<file path="src/rtl/cmp_chunk_seq.sv">
// Chunk-serial magnitude compare sequencer: folds MSB-first 2-bit comparator flag
// triples into one registered full-width verdict (b>a, a>b, a==b) plus a format error flag.
module cmp_chunk_seq #(
    parameter int NCHUNK = 4,
    parameter int CW     = 4
) (
    input  logic          clk,
    input  logic          rst,
    input  logic          start,
    input  logic          in_valid,
    input  logic          b_gt,
    input  logic          a_gt,
    input  logic          eq,
    output logic          in_ready,
    output logic          busy,
    output logic          done,
    output logic          res_x,
    output logic          res_y,
    output logic          res_z,
    output logic          err,
    output logic [CW-1:0] chunk_cnt
);

    localparam logic [1:0] ST_IDLE = 2'd0;
    localparam logic [1:0] ST_RUN  = 2'd1;
    localparam logic [1:0] ST_DONE = 2'd2;

    localparam logic [CW-1:0] LAST_CNT = CW'(NCHUNK - 1);

    function automatic logic is_one_hot(input logic [2:0] f);
        return (f == 3'b100) || (f == 3'b010) || (f == 3'b001);
    endfunction

    logic [1:0]    state_r;
    logic [1:0]    state_s;
    logic [CW-1:0] cnt_r;
    logic          decided_r;
    logic          res_x_r;
    logic          res_y_r;
    logic          res_z_r;
    logic          err_r;
    logic          busy_r;
    logic          done_r;

    logic [2:0] flags_s;
    logic       one_hot_s;
    logic       accept_s;
    logic       last_s;
    logic       clear_s;
    logic       take_x_s;
    logic       take_y_s;

    // Chunk acceptance decode; malformed triples never decide the verdict
    always_comb begin
        flags_s   = {b_gt, a_gt, eq};
        one_hot_s = is_one_hot(flags_s);
        accept_s  = (state_r == ST_RUN) && in_valid;
        last_s    = accept_s && (cnt_r == LAST_CNT);
        clear_s   = start && ((state_r == ST_IDLE) || (state_r == ST_DONE));
        take_x_s  = accept_s && !decided_r && one_hot_s && b_gt;
        take_y_s  = accept_s && !decided_r && one_hot_s && a_gt;
    end

    // Next-state selection
    always_comb begin
        state_s = state_r;
        case (state_r)
            ST_IDLE: begin
                if (start) state_s = ST_RUN;
                else       state_s = ST_IDLE;
            end
            ST_RUN: begin
                if (last_s) state_s = ST_DONE;
                else        state_s = ST_RUN;
            end
            ST_DONE: begin
                if (start) state_s = ST_RUN;
                else       state_s = ST_IDLE;
            end
            default: state_s = ST_IDLE;
        endcase
    end

    // State, status outputs and verdict registers
    always_ff @(posedge clk) begin
        if (rst) begin
            state_r   <= ST_IDLE;
            cnt_r     <= {CW{1'b0}};
            decided_r <= 1'b0;
            res_x_r   <= 1'b0;
            res_y_r   <= 1'b0;
            res_z_r   <= 1'b0;
            err_r     <= 1'b0;
            busy_r    <= 1'b0;
            done_r    <= 1'b0;
        end else begin
            state_r <= state_s;
            busy_r  <= (state_s == ST_RUN);
            done_r  <= (state_s == ST_DONE);
            if (clear_s) begin
                cnt_r     <= {CW{1'b0}};
                decided_r <= 1'b0;
                res_x_r   <= 1'b0;
                res_y_r   <= 1'b0;
                res_z_r   <= 1'b0;
                err_r     <= 1'b0;
            end else if (accept_s) begin
                cnt_r <= cnt_r + {{(CW-1){1'b0}}, 1'b1};
                if (!one_hot_s) err_r <= 1'b1;
                else            err_r <= err_r;
                if (take_x_s || take_y_s) decided_r <= 1'b1;
                else                      decided_r <= decided_r;
                if (take_x_s) res_x_r <= 1'b1;
                else          res_x_r <= res_x_r;
                if (take_y_s) res_y_r <= 1'b1;
                else          res_y_r <= res_y_r;
                // Equal only if neither earlier chunks nor this final one decided
                if (last_s && !decided_r && !take_x_s && !take_y_s) res_z_r <= 1'b1;
                else                                                res_z_r <= res_z_r;
            end else begin
                cnt_r     <= cnt_r;
                decided_r <= decided_r;
                res_x_r   <= res_x_r;
                res_y_r   <= res_y_r;
                res_z_r   <= res_z_r;
                err_r     <= err_r;
            end
        end
    end

    assign in_ready  = busy_r;
    assign busy      = busy_r;
    assign done      = done_r;
    assign res_x     = res_x_r;
    assign res_y     = res_y_r;
    assign res_z     = res_z_r;
    assign err       = err_r;
    assign chunk_cnt = cnt_r;

endmodule

</file>
<file path="config.mk">
export PLATFORM = sky130hd
export DESIGN_NAME = cmp_chunk_seq
export DESIGN_NICKNAME = d
export VERILOG_FILES = /design/src/rtl/cmp_chunk_seq.sv
export SDC_FILE = /design/constraint.sdc
export NUM_CORES = 1
export LEC_CHECK = 0
export CORE_UTILIZATION = 38
export CTS_CLUSTER_DIAMETER = 150
export DETAILED_ROUTE_END_ITERATION = 7
export PLACE_DENSITY = 0.78
export SLEW_MARGIN = 20
export SYNTH_ARGS = -nofsm -noshare
export SYNTH_HDL_FRONTEND = slang
export SYNTH_SLANG_ARGS = --single-unit
export TNS_END_PERCENT = 1
</file>
<file path="constraint.sdc">
create_clock -name clk -period 1.3 [get_ports clk]
set_input_delay 0.26 -clock clk [delete_from_list [all_inputs] [get_ports clk]]
set_output_delay 0.26 -clock clk [all_outputs]
set_load 0.02 [all_outputs]
</file>
==> impl_metrics.ini <==
[run_status]
status = finished clean

[logic_synthesis]
syn_inst = 54
ys_warn_count = 0
yosys_most_used_dff = dfxtp_1
synth_seq_cells = 13
ys_async_sr_fraction_pct = 0
synth.distinct_cells = 27
synthesis.nets = 62
synth_area_per_cell_um2 = 10.2
seq_area_frac_synth_pct = 47.1
synth_edf_count = 0
synth.cell_area_um2 = 553

[drt]
dr.pass1.iters = 4
drc = 0
wirelength_mm = 1.18
met2_length_um = 566
vias_per_cell = 4.75
wl_per_cell_um = 11.9
wl_met3_um = 71
dr.first_iter.drc_count = 8
ant_nets = 0
top_layer = met4
num_vias = 470
wl_met1_um = 527

[layout]
drive_above_1_share_pct = 28.6
postLayoutCellArea_um2 = 853
nets = 93
antenna_cells = 0
final_cell_mix = dfxtp_1, buf_4, dlygate4sd2_1, nor2_1, clkdlybuf4s50_1
area_growth_pct = 54.3

[floorplanning]
die_w_um = 40.2
coreArea_um2 = 1330
fp.dieH_um = 40.2
start_util_pct = 41.5
design.die.area_um2 = 1610
num_io_pins = 18
num_rows = 13

[timing]
skew_ns = 0.00157
slew_violations = 0
timing.final.crit_share_pct = 97.1
worst_pin_slew_ns = 0.278
period_needed_ns = 1.26
hold_viol = 0
grt_setup_unrepaired = yes
max-slew-margin-rel_pct = 81.4
timing.fmax_mhz = 792
setup_viol = 0
fin_hold_ws_ns = 0.488

[placement]
dp_hpwl_um = 843
place.gp.congestion = 0.721
port_buffers = 17
place_area_um2 = 815

[worst_setup_path]
start_kind = register
end_kind = register
worstSetupPathType = register to register
cp_data_required_time_ns = 1.52
path_max_fanout = 4
cp.arrival_ns = 1.49

[power_and_ir_drop]
worst_ir_drop_vdd_mv = 0.585
power.total_mw = 0.791
p_leak_nw = 0.392
powerDensity_nw_per_um2 = 926

[grt]
antenna_found_initial = 0
grt_max_degree = 8
overflow = 0
globalRouteTotalUtil_pct = 16.2
grt_pass1_vias = 413
grt_pass1_wl_mm = 1.66

[clocking]
cts_tree = done
cts-htree-levels = 1
cts_root_buf = clkbuf_4
numCtsBuffers = 3
clk_pin_slew_ns = 0.08
cts_sinks = 13
cts_buffer_depth = 2
clkLatencyLatePin_ns = 0.27
cts_setup_buffers = 0

[flow_run]
maxCapViolations = 0

[min_path]
hp-class = register to register
area by class of cell:
type	count	area, um^2
Fill cell	129	480
Multi-Input combinational cell	36	294
Sequential cell	13	263
Timing Repair Buffer	28	240
Clock buffer	4	26.3
Tap cell	15	18.8
Inverter	3	11.3
critical path: stages, from the launching register on:
cell and delay [ns]:
dfxtp_2 0.38, ha_4 0.14, or3b_4 0.40, nor3_4 0.16, a2bb2o_4 0.14
registers in the layout, indices dropped and copies added, names as in the netlist:
name	count
busy	1
chunk_cnt	4
decided_r	1
done	1
err	1
res_x	1
res_y	1
res_z	1
state_r	2
worst paths after layout:
path | endpoint | startpoint | cells past startpoint | slack (ns)
worst max register to register | res_z | chunk_cnt[1] | 4 | 0.04
worst min register to register | res_y | res_y | 2 | 0.49
worst max-delay path | res_z | chunk_cnt[1] | 4 | 0.04
worst min-delay path | res_y | res_y | 2 | 0.49
cells by family after synthesis:
group           share of synthesized area (%)
compound gates                           14.9
xor+xnor                                 6.34
fa+ha+maj                                2.26
buf+inv                                  4.30
flops                                    47.1
mux                                      1.81
simple gates                             23.3
layer usage:
metal,up-vias,GRT usage [%]
li1,247,-
met1,203,17.2
met2,18,28.6
met3,2,5.00
met4,0,7.76
met5,-,0
metrics by stage:
stage,setup TNS [ns],instances,util (%),setup slack [ns]
floorplan,0,54,-,0.000420
global placement,-1.24,95,61.1,-0.212
global route,-0.0304,99,64.0,-0.0217
detailed placement,-1.50,95,61.1,-0.228
CTS,-0.0868,99,62.0,-0.0459
finish,0,99,64.0,0.0376
cells in the mapped netlist (all sizes together) (2+ instances only):
| master | instances | area (um^2) |
|---|---|---|
| dfxtp | 13 | 260 |
| nand2b | 2 | 12.5 |
| inv | 3 | 11.3 |
| nor2 | 7 | 26.3 |
| buf | 2 | 12.5 |
| a21oi | 4 | 20.0 |
| o21ai | 2 | 10.0 |
| xor2 | 3 | 26.3 |
| nor3 | 2 | 15.0 |
timing repair:
item,CTS,global route
hold buffers,0,0
pin swaps,0,0
endpoints found under the setup margin,14,4
resized for setup,11,6
cloned,0,0
power by group:
group | internal, mW | leakage (nW) | switching, mW
registers | 0.407 | 0.106 | 0.00825
clock network | 0.119 | 0.0150 | 0.132
logic | 0.0689 | 0.271 | 0.0557
(Power assumes the default switching activity.)
